$ cat config.mk
export PLATFORM = sky130hd
export DESIGN_NAME = wb_arbiter_flat
export DESIGN_NICKNAME = d
export VERILOG_FILES = /design/src/rtl/wb_arbiter_pkg.sv /design/src/rtl/wb_arbiter_if.sv /design/src/rtl/wb_arbiter_fifo.sv /design/src/rtl/wb_arbiter.sv /design/src/flat_wrapper.sv
export SDC_FILE = /design/constraint.sdc
export NUM_CORES = 1
export LEC_CHECK = 0
export CAP_MARGIN = 20
export CORE_MARGIN = 2
export CORE_UTILIZATION = 30
export DETAILED_ROUTE_END_ITERATION = 10
export DONT_BUFFER_PORTS = 1
export PLACE_DENSITY_LB_ADDON = 0.3
export SYNTH_ARGS = -nofsm -noshare
export SYNTH_HDL_FRONTEND = slang
export SYNTH_SLANG_ARGS = --single-unit
export TNS_END_PERCENT = 50
$ cat constraint.sdc
create_clock -name clk -period 3.6 [get_ports clk]
set_input_delay 0.72 -clock clk [delete_from_list [all_inputs] [get_ports clk]]
set_output_delay 0.72 -clock clk [all_outputs]
set_load 0.03 [all_outputs]
$ cat src/rtl/wb_arbiter_pkg.sv
// Shared types and sizing for the register-file write-back arbiter.
package wb_arbiter_pkg;

  localparam int unsigned XLEN       = 32;
  localparam int unsigned REG_ADDR_W = 5;
  localparam int unsigned NREG       = 32;
  localparam int unsigned FIFO_DEPTH = 4;
  localparam int unsigned STARVE_MAX = 8;

  localparam int unsigned PTR_W    = $clog2(FIFO_DEPTH);
  localparam int unsigned CNT_W    = PTR_W + 1;
  localparam int unsigned STARVE_W = $clog2(STARVE_MAX + 1);

  typedef struct packed {
    logic [REG_ADDR_W-1:0] rd;
    logic [XLEN-1:0]       data;
  } wb_entry_t;

  // One-hot register select; x0 maps to no bit so it can never be tracked.
  function automatic logic [NREG-1:0] reg_onehot(input logic [REG_ADDR_W-1:0] r);
    return (r == '0) ? '0 : (NREG'(1) << r);
  endfunction

endpackage

$ cat src/rtl/wb_arbiter_if.sv
// Write-back arbiter bus: ALU/LU result inputs, decode hazard query, register-file write port.
interface wb_arbiter_if
  import wb_arbiter_pkg::*;
();

  logic                  alu_valid;
  logic [REG_ADDR_W-1:0] alu_rd;
  logic [XLEN-1:0]       alu_data;
  logic                  lu_issue;
  logic [REG_ADDR_W-1:0] lu_issue_rd;
  logic                  lu_valid;
  logic                  lu_ready;
  logic [REG_ADDR_W-1:0] lu_rd;
  logic [XLEN-1:0]       lu_data;
  logic [REG_ADDR_W-1:0] chk_rs1;
  logic [REG_ADDR_W-1:0] chk_rs2;
  logic [REG_ADDR_W-1:0] chk_rd;
  logic                  hazard;
  logic                  alu_stall;
  logic                  RegWrite;
  logic [REG_ADDR_W-1:0] addD;
  logic [XLEN-1:0]       WB_out;
  logic [NREG-1:0]       busy_mask;
  logic                  fifo_full;
  logic                  err_sticky;

  modport slave (
    input  alu_valid, alu_rd, alu_data, lu_issue, lu_issue_rd,
           lu_valid, lu_rd, lu_data, chk_rs1, chk_rs2, chk_rd,
    output lu_ready, hazard, alu_stall, RegWrite, addD, WB_out,
           busy_mask, fifo_full, err_sticky
  );

  modport master (
    output alu_valid, alu_rd, alu_data, lu_issue, lu_issue_rd,
           lu_valid, lu_rd, lu_data, chk_rs1, chk_rs2, chk_rd,
    input  lu_ready, hazard, alu_stall, RegWrite, addD, WB_out,
           busy_mask, fifo_full, err_sticky
  );

endinterface

$ cat src/rtl/wb_arbiter_fifo.sv
// Small LU result buffer; power-of-two depth so pointers wrap naturally.
module wb_fifo
  import wb_arbiter_pkg::*;
(
  input  logic             clk,
  input  logic             rst,
  input  logic             push,
  input  wb_entry_t        wdata,
  input  logic             pop,
  output wb_entry_t        rdata,
  output logic             full,
  output logic             empty,
  output logic [CNT_W-1:0] count
);

  wb_entry_t        mem_q [FIFO_DEPTH];
  logic [PTR_W-1:0] wr_ptr_q, wr_ptr_d;
  logic [PTR_W-1:0] rd_ptr_q, rd_ptr_d;
  logic [CNT_W-1:0] count_q, count_d;

  always_comb begin
    wr_ptr_d = wr_ptr_q + PTR_W'(push);
    rd_ptr_d = rd_ptr_q + PTR_W'(pop);
    count_d  = count_q + CNT_W'(push) - CNT_W'(pop);
  end

  always_ff @(posedge clk or posedge rst) begin
    if (rst) begin
      wr_ptr_q <= '0;
      rd_ptr_q <= '0;
      count_q  <= '0;
    end else begin
      wr_ptr_q <= wr_ptr_d;
      rd_ptr_q <= rd_ptr_d;
      count_q  <= count_d;
    end
  end

  // Storage needs no reset: entries are only read while count says they are valid.
  always_ff @(posedge clk) begin
    if (push) mem_q[wr_ptr_q] <= wdata;
  end

  assign rdata = mem_q[rd_ptr_q];
  assign full  = (count_q == CNT_W'(FIFO_DEPTH));
  assign empty = (count_q == '0);
  assign count = count_q;

endmodule

$ cat src/rtl/wb_arbiter.sv
// Merges ALU and buffered LU results onto the single register-file write port,
// tracks pending LU destinations and raises decode hazards against them.
module wb_arbiter
  import wb_arbiter_pkg::*;
(
  input  logic         clk,
  input  logic         rst,
  wb_arbiter_if.slave  bus
);

  wb_entry_t        lu_entry, head, win;
  logic             fifo_push, fifo_pop, fifo_full, fifo_empty;
  logic [CNT_W-1:0] fifo_count;
  logic             sel_alu;

  logic                  reg_write_q, reg_write_d;
  logic [REG_ADDR_W-1:0] add_d_q, add_d_d;
  logic [XLEN-1:0]       wb_out_q, wb_out_d;
  logic [NREG-1:0]       busy_q, busy_d;
  logic [STARVE_W-1:0]   starve_q, starve_d;
  logic                  alu_stall_q, alu_stall_d;
  logic                  err_q, err_d;

  always_comb begin
    lu_entry.rd   = bus.lu_rd;
    lu_entry.data = bus.lu_data;
  end

  assign fifo_push = bus.lu_valid && !fifo_full;

  wb_fifo u_fifo (
    .clk   (clk),
    .rst   (rst),
    .push  (fifo_push),
    .wdata (lu_entry),
    .pop   (fifo_pop),
    .rdata (head),
    .full  (fifo_full),
    .empty (fifo_empty),
    .count (fifo_count)
  );

  // Arbitration, scoreboard update and starvation tracking.
  always_comb begin
    sel_alu     = !alu_stall_q && bus.alu_valid;
    fifo_pop    = !fifo_empty && (alu_stall_q || !bus.alu_valid);
    win.rd      = bus.alu_rd;
    win.data    = bus.alu_data;
    if (!sel_alu) win = head;

    reg_write_d = (sel_alu || fifo_pop) && (win.rd != '0);
    add_d_d     = win.rd;
    wb_out_d    = win.data;

    // Clear before set so a same-edge re-issue keeps the register busy.
    busy_d = busy_q;
    if (fifo_pop)     busy_d = busy_d & ~reg_onehot(head.rd);
    if (bus.lu_issue) busy_d = busy_d | reg_onehot(bus.lu_issue_rd);

    starve_d = starve_q;
    if (fifo_empty || fifo_pop) starve_d = '0;
    else if (sel_alu)           starve_d = starve_q + STARVE_W'(1);

    alu_stall_d = (starve_d == STARVE_W'(STARVE_MAX));
    err_d       = err_q || (alu_stall_q && bus.alu_valid);
  end

  always_ff @(posedge clk or posedge rst) begin
    if (rst) begin
      reg_write_q <= 1'b0;
      add_d_q     <= '0;
      wb_out_q    <= '0;
      busy_q      <= '0;
      starve_q    <= '0;
      alu_stall_q <= 1'b0;
      err_q       <= 1'b0;
    end else begin
      reg_write_q <= reg_write_d;
      add_d_q     <= add_d_d;
      wb_out_q    <= wb_out_d;
      busy_q      <= busy_d;
      starve_q    <= starve_d;
      alu_stall_q <= alu_stall_d;
      err_q       <= err_d;
    end
  end

  assign bus.hazard     = |(busy_q & (reg_onehot(bus.chk_rs1) |
                                      reg_onehot(bus.chk_rs2) |
                                      reg_onehot(bus.chk_rd)));
  assign bus.lu_ready   = !fifo_full;
  assign bus.fifo_full  = (fifo_count == CNT_W'(FIFO_DEPTH));
  assign bus.alu_stall  = alu_stall_q;
  assign bus.RegWrite   = reg_write_q;
  assign bus.addD       = add_d_q;
  assign bus.WB_out     = wb_out_q;
  assign bus.busy_mask  = busy_q;
  assign bus.err_sticky = err_q;

endmodule

$ cat src/flat_wrapper.sv
// flat-port wrapper written by rule: the top's interface ports become plain ports
module wb_arbiter_flat import wb_arbiter_pkg::*;
  (clk, rst, bus_alu_valid, bus_alu_rd, bus_alu_data, bus_lu_issue, bus_lu_issue_rd, bus_lu_valid, bus_lu_rd, bus_lu_data, bus_chk_rs1, bus_chk_rs2, bus_chk_rd, bus_lu_ready, bus_hazard, bus_alu_stall, bus_RegWrite, bus_addD, bus_WB_out, bus_busy_mask, bus_fifo_full, bus_err_sticky);
  wb_arbiter_if bus_i ();
  input  logic clk;
  input  logic rst;
  input wire logic [$bits(bus_i.alu_valid)-1:0] bus_alu_valid;
  input wire logic [$bits(bus_i.alu_rd)-1:0] bus_alu_rd;
  input wire logic [$bits(bus_i.alu_data)-1:0] bus_alu_data;
  input wire logic [$bits(bus_i.lu_issue)-1:0] bus_lu_issue;
  input wire logic [$bits(bus_i.lu_issue_rd)-1:0] bus_lu_issue_rd;
  input wire logic [$bits(bus_i.lu_valid)-1:0] bus_lu_valid;
  input wire logic [$bits(bus_i.lu_rd)-1:0] bus_lu_rd;
  input wire logic [$bits(bus_i.lu_data)-1:0] bus_lu_data;
  input wire logic [$bits(bus_i.chk_rs1)-1:0] bus_chk_rs1;
  input wire logic [$bits(bus_i.chk_rs2)-1:0] bus_chk_rs2;
  input wire logic [$bits(bus_i.chk_rd)-1:0] bus_chk_rd;
  output wire logic [$bits(bus_i.lu_ready)-1:0] bus_lu_ready;
  output wire logic [$bits(bus_i.hazard)-1:0] bus_hazard;
  output wire logic [$bits(bus_i.alu_stall)-1:0] bus_alu_stall;
  output wire logic [$bits(bus_i.RegWrite)-1:0] bus_RegWrite;
  output wire logic [$bits(bus_i.addD)-1:0] bus_addD;
  output wire logic [$bits(bus_i.WB_out)-1:0] bus_WB_out;
  output wire logic [$bits(bus_i.busy_mask)-1:0] bus_busy_mask;
  output wire logic [$bits(bus_i.fifo_full)-1:0] bus_fifo_full;
  output wire logic [$bits(bus_i.err_sticky)-1:0] bus_err_sticky;
  assign bus_i.alu_valid = bus_alu_valid;
  assign bus_i.alu_rd = bus_alu_rd;
  assign bus_i.alu_data = bus_alu_data;
  assign bus_i.lu_issue = bus_lu_issue;
  assign bus_i.lu_issue_rd = bus_lu_issue_rd;
  assign bus_i.lu_valid = bus_lu_valid;
  assign bus_i.lu_rd = bus_lu_rd;
  assign bus_i.lu_data = bus_lu_data;
  assign bus_i.chk_rs1 = bus_chk_rs1;
  assign bus_i.chk_rs2 = bus_chk_rs2;
  assign bus_i.chk_rd = bus_chk_rd;
  assign bus_lu_ready = bus_i.lu_ready;
  assign bus_hazard = bus_i.hazard;
  assign bus_alu_stall = bus_i.alu_stall;
  assign bus_RegWrite = bus_i.RegWrite;
  assign bus_addD = bus_i.addD;
  assign bus_WB_out = bus_i.WB_out;
  assign bus_busy_mask = bus_i.busy_mask;
  assign bus_fifo_full = bus_i.fifo_full;
  assign bus_err_sticky = bus_i.err_sticky;
  wb_arbiter u_core (.clk(clk), .rst(rst), .bus(bus_i));
endmodule
==> impl_metrics.yaml, run 1 <==
critical_path:
  endpoint_kind: "output pin"
  worst_ep_arrival_time_ns: 2.34
  worstSetupPathType: "in2out"
  cp.buffers_inverters: 0
  cpPeakStageDelay_ns: 0.59
  required_ns: 2.88
  worst-path-stages: 6
  cp_cell_sequence: "nor3_1 -> nor3_1 -> o21ai_0 -> nand4_1 -> nor4_1 -> nand2_1"
  crit_top_cell: "nor3_1"
  reg2regPathDepth: 10
  r2r_slack_ns: 1.13
  rr_endpoint: "u_core.u_fifo.count[2]"
  critPathSlowestCell: "nor3_1"
  critPathLaunchType: "input port"
  r2r-start: "u_core.u_fifo.count[1]"
  crit_fanout: 9
  critical_path.top_delay_family: "simple AND/OR/NAND/NOR gates"
  critPathLaunch: "bus_chk_rs1[1]"
clocking:
  cts-htree-levels: 1
  cts_tree: "built"
  clk_latency_ns: 0.51
  holdBufCountCts: 0
  clockBufferDepth: 3
  clock_sinks: 231
  cts_made_buffers: 24
  clk_pin_slew_ns: 0.07
  ctsResizeCount: 0
  cts-root-buf: "clkbuf_16"
  post_cts_buffers: 0
yosys:
  ys_ff_latch: 231
  synthArstFlopShare_pct: 35.9
  synthTopCellsByArea: "edfxtp_1, dfrtp_1, mux4_2, nand2_1, o21ai_0"
  ys_seq_area_share_pct: 68.8
  ys_types: 36
  synth_ff_type: "edfxtp_1"
  syn-cell-area_sq_um: 9480
  yosys.area.top_type: "edfxtp_1"
  syn_inst: 681
  synth_area_per_cell_sq_um: 13.9
  synth_top_area_share_pct: 46.9
  yosysWarnings: 0
  syn_nets: 786
  synth_edf_count: 148
sta:
  worst_slack_ns: 0.542
  finalSetupViolCount: 0
  fin_crit_sh_pct: 84.9
  hold_viol_final: 0
  finClkSkew_ns: 0.0121
  tightestPinTransition_ns: 0.715
  finalMaxSlewViolations: 0
  slew_headroom_pct: 52.0
  max_freq_mhz: 327
  layout_min_cycle_time_ns: 3.06
  rsz0062_at_grt: "no"
  final.setup.tns_ns: 0
cells_and_area:
  fin_cells: 1114
  diodes: 0
  fin_area_sq_um: 10900
  seqCellArea_sq_um: 6520
  fill_cells: 2998
  multiInputGateArea_sq_um: 2860
  drive_gt1_share_pct: 16.7
  syn2layout_area_growth_pct: 15.2
  nNetsFinal: 799
  final_common_cell: "edfxtp_1"
  final_cell_mix: "edfxtp_1, nand2_1, o21ai_0, dfrtp_1, mux4_2"
die:
  coreArea_sq_um: 31300
  die_area_sq_um: 33000
  initial_core_util_pct: 30.3
  ios: 174
  chipWidth_microns: 182
  rows: 65
  die_h_microns: 182
detailed_routing:
  drt-pass1-iter-count: 5
  drt-initial-drc-count: 350
  post_drt_wl_per_cell_microns: 21.6
  vias: 5712
  via_per_inst: 5.13
  drc: 0
  postRouteWirelength_mm: 24.1
  ant_nets: 0
worst_hold_path:
  hold_path_class: "in2async"
power_and_ir_drop:
  peakVddDrop_v: 0.000420
  p_per_area_nw_per_um2: 852
  p_leak_nw: 3.93
placement:
  place_inst: 1070
  pre_cts_ws_ns: 0.553
  gp_congestion: 0.936
  port_buffers: 0
  dp_hpwl_mm: 16.2
  place_area_sq_um: 10000
global_route:
  grt_pass1_vias: 6041
  antenna_found_initial: 0
  grt_max_degree: 39
  grt_overflow: 0
  grt.total_usage_pct: 14.6
  grt_pass1_wl_mm: 37.1
status:
  status: "complete, no violations"
job:
  drv_cap: 0
## report_power, final
| group | internal (W) | switching (W) |
|---|---|---|
| clock network | 0.00176 | 0.00101 |
| registers | 0.00355 | 0.00114 |
| logic | 0.000797 | 0.00104 |
| total | 0.00611 | 0.00319 |
## state kept, by name, summed over array words and instances (netlist names)
| register | flops |
|---|---|
| u_core.bus.addD | 5 |
| u_core.u_fifo.mem_q | 148 |
| u_core.bus.WB_out | 32 |
| u_core.bus.RegWrite | 1 |
| u_core.starve_q | 4 |
| u_core.u_fifo.rd_ptr_q | 2 |
| u_core.bus.err_sticky | 1 |
| u_core.bus.alu_stall | 1 |
| u_core.u_fifo.count | 3 |
| u_core.u_fifo.wr_ptr_q | 2 |
| u_core.bus.busy_mask | 32 |
## synth_stat cells, types with 2 or more instances
master	number
edfxtp_1	148
or3b_2	11
buf_2	3
inv_1	6
dfrtp_1	83
mux4_2	37
nand4_1	8
or2_2	3
o21ai_0	81
nand2b_1	11
nand3b_1	16
nand3_1	8
xor2_1	3
nand2_1	125
nor3b_1	4
nor4_1	2
o22ai_1	29
ha_1	5
or3_1	4
xnor2_1	3
o21ai_1	10
nor3_1	12
nor2b_1	3
clkbuf_1	23
nor2_1	32
## layer usage
| metal | vias up | global-route usage, % | wire length [microns] |
|---|---|---|---|
| met3 | 36 | 5.21 | 2730 |
| met4 | 0 | 3.25 | 371 |
| met1 | 2823 | 18.3 | 9670 |
| met5 | - | 0 | 0 |
| li1 | 2584 | - | - |
| met2 | 269 | 24.3 | 11300 |
## worst reg2reg max path: stages, from the launching register on
cell and delay (ns):
dfrtp_1 0.44, nor2_1 0.12, nand2_1 0.24, nand2_1 0.36, ha_1 0.29, inv_1 0.05
ha_1 0.12, inv_1 0.05, fa_1 0.41, xnor2_1 0.18, xnor2_1 0.14
## kinds of logic after synthesis
logic type,Yosys count,share of synthesized area [%]
DFF,231,68.8
buffers and inverters,33,1.43
and+or+nand+nor,244,12.5
xor gates and xnor gates,6,0.555
AOI/OAI and AO/OA,123,6.97
adders and majority gates,6,0.871
muxes,38,8.90
## worst max-delay path by stage
stage,to,slack (ns)
6_report,bus_hazard,0.54
5_1_grt,bus_hazard,0.45
4_1_cts,bus_hazard,0.53
3_5_place_dp,bus_hazard,0.55
3_3_place_gp,bus_hazard,0.49
2_1_floorplan,u_core.u_fifo.mem_q[0][0],-0.36
## through the flow
| stage | utilization [%] | hold slack, ns | power (W) |
|---|---|---|---|
| floorplan | - | 0.458 | 0.00592 |
| global placement | 32.0 | 0.494 | 0.00661 |
| detailed placement | 32.0 | 0.505 | 0.00664 |
| CTS | 34.9 | 0.0366 | 0.00943 |
| global route | 34.9 | 0.0418 | 0.00978 |
| finish | 34.9 | 0.0377 | 0.00930 |
## layout make-up
type | instances | area share (%)
Clock buffer | 29 | 6.14
Clock inverter | 15 | 2.11
Inverter | 6 | 0.229
Multi-Input combinational cell | 417 | 26.2
Sequential cell | 231 | 59.8
Tap cell | 402 | 4.61
Timing Repair Buffer | 14 | 0.963
(Power assumes the default switching activity.)
==> inputs of run 2 (changes only) <==
clock period = 2.9 ns   (was 3.6 ns; I/O delays follow)
==> run 2 against run 1 <==
Compared with the run above: combinational power grew 34%; first-iteration DRC count fell by 3.4%; hold slack improved by 0.12 ns; register-to-register slack worse by 0.64 ns; largest cell class unchanged.
==> impl_metrics.yaml, run 2 (synthesis results as in run 1) <==
die:
  chipWidth_microns: 182
  die_area_sq_um: 33000
  die_h_microns: 182
  rows: 65
  ios: 174
  initial_core_util_pct: 30.3
  coreArea_sq_um: 31300
detailed_routing:
  vias: 5799
  ant_nets: 0
  post_drt_wl_per_cell_microns: 21.5
  drt-initial-drc-count: 338
  via_per_inst: 5.12
  drt-pass1-iter-count: 5
  drc: 0
  postRouteWirelength_mm: 24.3
power_and_ir_drop:
  p_leak_nw: 3.99
  p_per_area_nw_per_um2: 1050
  peakVddDrop_v: 0.000591
cells_and_area:
  nNetsFinal: 817
  drive_gt1_share_pct: 18.5
  fin_util_pct: 35.3
  fin_cells: 1132
  final_common_cell: "edfxtp_1"
  fill_cells: 3025
  largest_register_ffs: 148
  diodes: 0
  syn2layout_area_growth_pct: 16.7
  regMostFlops: "u_core.u_fifo.mem_q"
  final_cell_mix: "edfxtp_1, nand2_1, o21ai_0, dfrtp_1, mux4_2"
global_route:
  grt_max_degree: 39
  grt.total_usage_pct: 14.6
  grt_overflow: 0
  grt_pass1_vias: 6210
  grt_pass1_wl_mm: 36.9
  antenna_found_initial: 0
critical_path:
  critPathLaunchType: "input port"
  r2r_slack_ns: 0.49
  worstSetupPathType: "in2out"
  endpoint_kind: "output pin"
  reg2regPathDepth: 9
  rr_endpoint: "u_core.u_fifo.count[2]"
  r2r-start: "u_core.bus.alu_stall"
  crit_fanout: 7
  required_ns: 2.32
  worst_ep_arrival_time_ns: 2.11
sta:
  tightestPinTransition_ns: 0.483
  finalMaxSlewViolations: 0
  max_freq_mhz: 372
  hold_ws_ns: 0.158
  layout_min_cycle_time_ns: 2.69
  slew_headroom_pct: 67.8
  hold_viol_final: 0
  finalSetupViolCount: 0
  finClkSkew_ns: 0.0103
  fin_crit_sh_pct: 92.7
  rsz0062_at_grt: "no"
  final.setup.tns_ns: 0
placement:
  dp_hpwl_mm: 16.7
  port_buffers: 0
  gp_congestion: 0.986
  place_inst: 1087
clocking:
  cts_tree: "built"
  clk_latency_ns: 0.51
  clockBufferDepth: 3
  clk_pin_slew_ns: 0.07
  cts-root-buf: "clkbuf_16"
  cts_made_buffers: 24
  cts-htree-levels: 1
  ctsResizeCount: 0
  clock_sinks: 231
worst_hold_path:
  hold_depth: 0
  hold_path_class: "in2reg"
  hold_end: "u_core.u_fifo.mem_q[3][13]"
  hp-start: "bus_lu_data[13]"
job:
  drv_cap: 0
status:
  status: "complete, no violations"
==> run 2: cell count changes in the layout (fill, tap and decap cells not counted) <==
cell and change:
buf_12 +1, buf_4 +16, clkinv_1 +1, clkinvlp_4 +5, clkinv_4 +1, clkbuf_8 -3, dlygate4sd3_1 +1, inv_6 +1
clkinv_2 -5
==> run 2: worst max-delay path by stage <==
stage / startpoint / to / slack [ns]
6_report: bus_chk_rd[3] / bus_hazard / 0.21
5_1_grt: bus_chk_rs1[4] / bus_hazard / 0.18
4_1_cts: bus_chk_rd[3] / bus_hazard / 0.29
3_5_place_dp: bus_chk_rd[3] / bus_hazard / 0.29
3_3_place_gp: bus_chk_rd[3] / bus_hazard / 0.28
2_1_floorplan: u_core.u_fifo.count[1] / u_core.u_fifo.mem_q[0][0] / -1.06
==> run 2: cell type report <==
cell class | count | area [sq um] | share of cell area, %
timing repair buffer | 32 | 255 | 2.31
tap | 402 | 503 | 4.55
clock inverter | 18 | 264 | 2.39
clock buffer | 26 | 629 | 5.69
inverter | 6 | 25.0 | 0.226
multi-input combinational | 417 | 2860 | 25.9
sequential | 231 | 6520 | 59.0
==> run 2: power by group <==
| group | internal, W | switching (W) |
|---|---|---|
| Sequential | 0.00441 | 0.00131 |
| Combinational | 0.00105 | 0.00141 |
| Clock | 0.00212 | 0.00130 |
==> run 2: repair_timing <==
action / CTS / global route
hold endpoints to repair: 24 / 0
hold buffers: 1 / 0
setup buffers: 0 / 0
==> run 2: worst max-delay path, cell delays in order <==
cell     delay (ns)
nand2_1        0.25
buf_4          0.18
o22ai_1        0.07
o21ai_0        0.28
nand4_1        0.18
nor4_1         0.30
nand2_1        0.27
==> run 2: per-layer routing <==
layer	part of all wire [%]	track usage, %
met2	47	24.3
met1	40	17.9
met4	2.1	3.80
met5	0	0
met3	11	5.52
==> run 2: through the flow <==
step                      area, sq um  setup WS, ns  total power (W)
final                           11100         0.213           0.0116
after global routing            11100         0.182           0.0122
after CTS                       11100         0.288           0.0118
after detailed placement        10200         0.287          0.00830
after global placement          10200         0.282          0.00827
after floorplan                  9490         -1.06          0.00735
==> inputs of run 3 (changes only) <==
HOLD_SLACK_MARGIN = 0.06   (was unset)
==> results of run 3 <==
The final DEF is identical to that of run 2; final timing and power are the same.
